File: src/rtl/pipe_stage_hs.sv
// pipe_stage_hs: handshake pipeline register between pipeline stages.
// Carries {ctrl, data0, data1, rd} with valid/ready flow control, a
// synchronous flush and an optional second (skid) entry.
//
// Handshake: a transfer happens on a rising edge where valid and ready are
// both high (in_fire on the upstream side, out_fire on the downstream side).
// A producer holds valid and its payload stable until the transfer happens.
// While out_valid is high and out_ready is low, the head entry stays stable.
//
// The FSM state is visible on occupancy (EMPTY=0, ONE=1, TWO=2).

module pipe_stage_hs #(
  parameter int WIDTH  = 32,
  parameter int CTRL_W = 2,
  parameter int ADDR_W = 5,
  parameter int SKID   = 1
) (
  input  logic              clk,
  input  logic              rst,
  input  logic              flush,
  input  logic              in_valid,
  output logic              in_ready,
  input  logic [CTRL_W-1:0] in_ctrl,
  input  logic [WIDTH-1:0]  in_data0,
  input  logic [WIDTH-1:0]  in_data1,
  input  logic [ADDR_W-1:0] in_rd,
  output logic              out_valid,
  input  logic              out_ready,
  output logic [CTRL_W-1:0] out_ctrl,
  output logic [WIDTH-1:0]  out_data0,
  output logic [WIDTH-1:0]  out_data1,
  output logic [ADDR_W-1:0] out_rd,
  output logic [1:0]        occupancy
);

  localparam bit USE_SKID = (SKID != 0);

  // Encoding doubles as the entry count driven on occupancy.
  typedef enum logic [1:0] {
    ST_EMPTY = 2'd0,
    ST_ONE   = 2'd1,
    ST_TWO   = 2'd2
  } state_t;

  state_t state_q, state_d;

  logic in_fire;
  logic out_fire;
  logic load_main_in;
  logic load_main_skid;
  logic load_skid;

  // Main register is the head entry; skid register holds the second entry.
  logic [CTRL_W-1:0] main_ctrl_q;
  logic [WIDTH-1:0]  main_d0_q;
  logic [WIDTH-1:0]  main_d1_q;
  logic [ADDR_W-1:0] main_rd_q;
  logic [CTRL_W-1:0] skid_ctrl_q;
  logic [WIDTH-1:0]  skid_d0_q;
  logic [WIDTH-1:0]  skid_d1_q;
  logic [ADDR_W-1:0] skid_rd_q;

  assign out_valid = (state_q != ST_EMPTY);
  assign in_fire   = in_valid & in_ready;
  assign out_fire  = out_valid & out_ready;

  generate
    if (USE_SKID) begin : g_skid
      logic in_ready_q;

      // Registered ready: low in reset, high unless the next state is full.
      always_ff @(posedge clk or negedge rst) begin
        if (!rst) begin
          in_ready_q <= 1'b0;
        end else begin
          in_ready_q <= (state_d != ST_TWO);
        end
      end

      assign in_ready = in_ready_q;
    end else begin : g_noskid
      // Single entry: accept when empty or when the head leaves this cycle.
      assign in_ready = ~out_valid | out_ready;
    end
  endgenerate

  // Next-state and payload load selection; flush overrides every transfer.
  always_comb begin
    state_d        = state_q;
    load_main_in   = 1'b0;
    load_main_skid = 1'b0;
    load_skid      = 1'b0;
    if (flush) begin
      state_d = ST_EMPTY;
    end else begin
      case (state_q)
        ST_EMPTY: begin
          if (in_fire) begin
            state_d      = ST_ONE;
            load_main_in = 1'b1;
          end
        end
        ST_ONE: begin
          if (in_fire && out_fire) begin
            load_main_in = 1'b1;
          end else if (in_fire && !out_fire) begin
            // Only reachable with a skid entry; without it in_ready implies out_fire.
            if (USE_SKID) begin
              state_d   = ST_TWO;
              load_skid = 1'b1;
            end
          end else if (!in_fire && out_fire) begin
            state_d = ST_EMPTY;
          end
        end
        ST_TWO: begin
          if (out_fire) begin
            state_d        = ST_ONE;
            load_main_skid = 1'b1;
          end
        end
        default: begin
          state_d = ST_EMPTY;
        end
      endcase
    end
  end

  // State register; reset empties the stage immediately.
  always_ff @(posedge clk or negedge rst) begin
    if (!rst) begin
      state_q <= ST_EMPTY;
    end else begin
      state_q <= state_d;
    end
  end

  // Head payload: loads from the input or promotes the skid entry.
  always_ff @(posedge clk or negedge rst) begin
    if (!rst) begin
      main_ctrl_q <= '0;
      main_d0_q   <= '0;
      main_d1_q   <= '0;
      main_rd_q   <= '0;
    end else if (load_main_in) begin
      main_ctrl_q <= in_ctrl;
      main_d0_q   <= in_data0;
      main_d1_q   <= in_data1;
      main_rd_q   <= in_rd;
    end else if (load_main_skid) begin
      main_ctrl_q <= skid_ctrl_q;
      main_d0_q   <= skid_d0_q;
      main_d1_q   <= skid_d1_q;
      main_rd_q   <= skid_rd_q;
    end
  end

  // Skid payload: captures the entry that arrives while the head is stalled.
  always_ff @(posedge clk or negedge rst) begin
    if (!rst) begin
      skid_ctrl_q <= '0;
      skid_d0_q   <= '0;
      skid_d1_q   <= '0;
      skid_rd_q   <= '0;
    end else if (load_skid) begin
      skid_ctrl_q <= in_ctrl;
      skid_d0_q   <= in_data0;
      skid_d1_q   <= in_data1;
      skid_rd_q   <= in_rd;
    end
  end

  // Control is gated so a bubble never carries a live control field.
  assign out_ctrl  = out_valid ? main_ctrl_q : '0;
  assign out_data0 = main_d0_q;
  assign out_data1 = main_d1_q;
  assign out_rd    = main_rd_q;
  assign occupancy = state_q;

endmodule

File: config.mk
export PLATFORM = sky130hd
export DESIGN_NAME = pipe_stage_hs
export DESIGN_NICKNAME = d
export VERILOG_FILES = /design/src/rtl/pipe_stage_hs.sv
export SDC_FILE = /design/constraint.sdc
export NUM_CORES = 1
export LEC_CHECK = 0
export ABC_CLOCK_PERIOD_IN_PS = 2250
export CELL_PAD_IN_SITES_DETAIL_PLACEMENT = 1
export CELL_PAD_IN_SITES_GLOBAL_PLACEMENT = 2
export CORE_ASPECT_RATIO = 1.1
export CORE_UTILIZATION = 33
export CTS_BUF_LIST = sky130_fd_sc_hd__clkbuf_4
export CTS_CLUSTER_SIZE = 16
export DETAILED_ROUTE_END_ITERATION = 16
export HOLD_SLACK_MARGIN = 0.02
export PLACE_DENSITY = 0.87
export SETUP_SLACK_MARGIN = 0.1
export SLEW_MARGIN = 20
export SYNTH_ARGS = -nofsm -noshare
export SYNTH_HDL_FRONTEND = slang
export SYNTH_SLANG_ARGS = --single-unit
File: constraint.sdc
create_clock -name clk -period 2.25 [get_ports clk]
set_input_delay 0.675 -clock clk [delete_from_list [all_inputs] [get_ports clk]]
set_output_delay 0.675 -clock clk [all_outputs]
set_load 0.02 [all_outputs]
==> out/metrics.yaml <==
cts_sinks: 145
grt_max_degree: 75
clockRootBuffer: "clkbuf_4"
placement.io_buffers: 150
holdCritPathClass: "primary input to asynchronous set/reset pin"
finalNetCount: 720
fin_area_mm2: 0.00814
combPwrFrac: 0.261
fin_crit_ns: 2.15
grt_pass1_vias: 4851
ir_drop_mv: 0.320
crit_end: "out_ctrl[1]"
synth_top_family_by_area: "multiplexers"
grt-busiest-layer: "met2"
rsz0062_at_grt: "true"
cp.arrival_ns: 1.47
cts-buffers-inserted: 17
grt_overflow: 0
power.density_mw_per_mm2: 823
dp_slack_ns: -0.207
post-route-util: 0.456
outcome: "complete, no violations"
sw_frac_of_total: 0.311
seq_power_share: 0.534
crit_type: "flop to output port"
die_h_um: 144
wire_per_inst_um: 17.2
crit_path_start_kind: "flop"
ys_ff_latch: 145
die_w_um: 131
grtUsageMet1: 0.182
hold_viol_final: 0
yosys.area.top_type: "dfrtp_1"
slowest_stage: "dfrtp_1"
synth_nets: 554
fin_worst_skew_ns: 0.0157
core_area_mm2: 0.0179
yosys-top-cells-area: "dfrtp_1 60%, mux2_2 13%, mux2i_1 12%"
drive_gt1_frac: 0.215
yosys.area_share.simple: 0.0558
crit_family: "simple AND/OR/NAND/NOR gates"
synthAdderAreaFrac: 0
row_count: 51
slew_violations: 0
grt_pass1_wl_um: 25000
worstSetupEndpointType: "output port"
syn_avg_cell_area_um2: 12.7
dpl.hpwl_um: 10800
power.total_mw: 6.70
cts_tree: "yes"
dieArea_mm2: 0.0190
r2r-start: "occupancy[0]$_DFF_PN0_"
max_slew_margin: 0.659
r2r_cells: 6
setup_violations: 0
synth_compound_area_frac: 0.0618
reg2reg_to: "out_data1[15]$_DFFE_PN0P_"
vias_per_cell: 4.76
crit_path_start: "occupancy[0]$_DFF_PN0_"
drc: 0
synth_xor_area_frac: 0
initial_core_util: 0.340
critPathRequiredTime_ns: 1.57
ios: 151
h-tree-depth: 4
antenna_found_initial: 1
synthToLayoutAreaGrowth_pct: 34.0
fin_crit_sh: 0.953
synth_cells: 478
setup_ws_ns: 0.105
crit_buf_inv: 1
clockBufferDepth: 2
cp_cell_sequence: "or2_4, and2_4, buf_6"
synthMuxAreaShare: 0.252
clock.fmax_ghz: 0.466
worst_pin_slew_ns: 0.512
drt-total-wl_um: 15400
clkPwrFrac: 0.205
cp_max_fo: 3
vias: 4259
yosysWarningCount: 0
grtUsageTotal: 0.170
worstSkewPairLatency_ns: 0.53
drv_cap: 0
gp_routability_congestion: 0.697
synth_top_area_frac: 0.597
ant_nets: 0
yosysSeqAreaShare: 0.597
leakage_nw: 3.42
slowest_delay_ns: 0.40
place_area_mm2: 0.00801
fill_cells: 1923
grt_use_met3: 0.0473
p_sw_mw: 2.09
cp_num_cells: 3
clk_pin_slew_ns: 0.12
met2_usage: 0.317
firstDrtPassIters: 4
p_int_mw: 4.62
rrSetupSlack_ns: 0.46
syn_area_mm2: 0.00608
synth_cell_types: 18
drt_iter0_drc: 128
[layout make-up]
cell class                      count  area [um^2]  area share
Antenna cell                        1         2.50    0.000307
Clock buffer                       23          173      0.0212
Clock inverter                      8         41.3     0.00507
Multi-Input combinational cell    302         2270       0.279
Sequential cell                   145         3630       0.446
Tap cell                          238          298      0.0366
Timing Repair Buffer              178         1730       0.213
[sequential cells by signal (all words and copies together), names as in the netlist, 2 cells and up]
register / count
out_data1: 32
main_ctrl_q: 2
skid_rd_q: 5
out_data0: 32
out_rd: 5
skid_ctrl_q: 2
skid_d1_q: 32
skid_d0_q: 32
occupancy: 2
[placed cells by master (no fill, tap or decap)]
cell type          n
nor2b_1            1
buf_12             9
diode_2            1
clkinv_1           2
mux2i_1           73
buf_4             19
clkdlybuf4s50_1   74
clkbuf_4          23
a21oi_1           70
clkinv_4           1
clkinv_2           5
nor2_1            73
o21a_1             1
nor3_1             2
a21oi_2            1
or4_4              1
nand2_4            1
or2_4              1
buf_6              4
dlygate4sd2_1     70
or3_1              1
and2_4             2
nand2_1            2
mux2_2            71
nor3_2             1
o22a_1             1
dfrtp_1          145
clkbuf_2           2
[routing by layer]
layer	wire (um)	share of wire
met5	0	0
met4	245	0.016
met3	693	0.045
met2	8280	0.54
met1	6190	0.40
[kinds of logic (layout without fill, tap and decap cells)]
group	count (synthesis)	count (layout)
compound gates	73	73
flops	145	145
other cells	0	1
mux	144	144
buf+inv	31	209
simple gates	85	85
[timing repair]
action,CTS,global route
setup buffers,0,1
resized for setup,90,7
endpoints found under the setup margin,75,4
cloned,0,0
pin swaps,2,2
hold buffers,0,0
[synth_stat cells]
library cell	instances
o22a_1	1
or3_1	1
mux2_2	71
a21oi_2	1
mux2i_1	73
a21oi_1	70
o21a_1	1
nor3_1	3
or2_2	1
nor2b_1	1
nor2_1	73
nand2_1	3
clkbuf_1	6
or4_1	1
buf_6	9
dfrtp_1	145
buf_2	16
and2_1	2
[worst register-to-register path, delay by kind of cell, from the launching register on]
family	cells	cell delay (ns)
AND/OR/NAND/NOR	3	0.78
buffers and inverters	2	0.42
flip-flops	1	0.40
AO/OA/AOI/OAI	1	0.06
[power by group through the flow]
stage	Sequential (mW)	Combinational [mW]	Clock, mW
6_report	3.58	1.75	1.37
5_1_grt	3.66	1.90	1.55
4_1_cts	3.58	1.78	1.45
3_5_place_dp	3.65	1.94	0
3_3_place_gp	3.58	1.86	0
2_1_floorplan	3.85	0.734	0
[worst min path at each step]
stage | startpoint | endpoint | slack, ns | depth (start not counted)
5_1_grt | rst | skid_d0_q[5]$_DFFE_PN0P_ | 0.06 | 1
3_5_place_dp | skid_d0_q[14]$_DFFE_PN0P_ | skid_d0_q[14]$_DFFE_PN0P_ | 0.50 | 1
2_1_floorplan | rst | in_ready$_DFF_PN0_ | 0.38 | 0
3_3_place_gp | skid_d1_q[21]$_DFFE_PN0P_ | skid_d1_q[21]$_DFFE_PN0P_ | 0.49 | 1
6_report | rst | skid_d0_q[3]$_DFFE_PN0P_ | 0.08 | 1
4_1_cts | rst | skid_d0_q[3]$_DFFE_PN0P_ | 0.05 | 1
[per-stage QoR]
stage | hold slack, ns | cells | TNS [ns]
3_5_place_dp | 0.496 | 862 | -12.03
5_1_grt | 0.0598 | 895 | 0
2_1_floorplan | 0.379 | 478 | 0
3_3_place_gp | 0.486 | 862 | -9.23
4_1_cts | 0.0477 | 893 | 0
6_report | 0.0751 | 895 | 0
(Power assumes the default switching activity.)
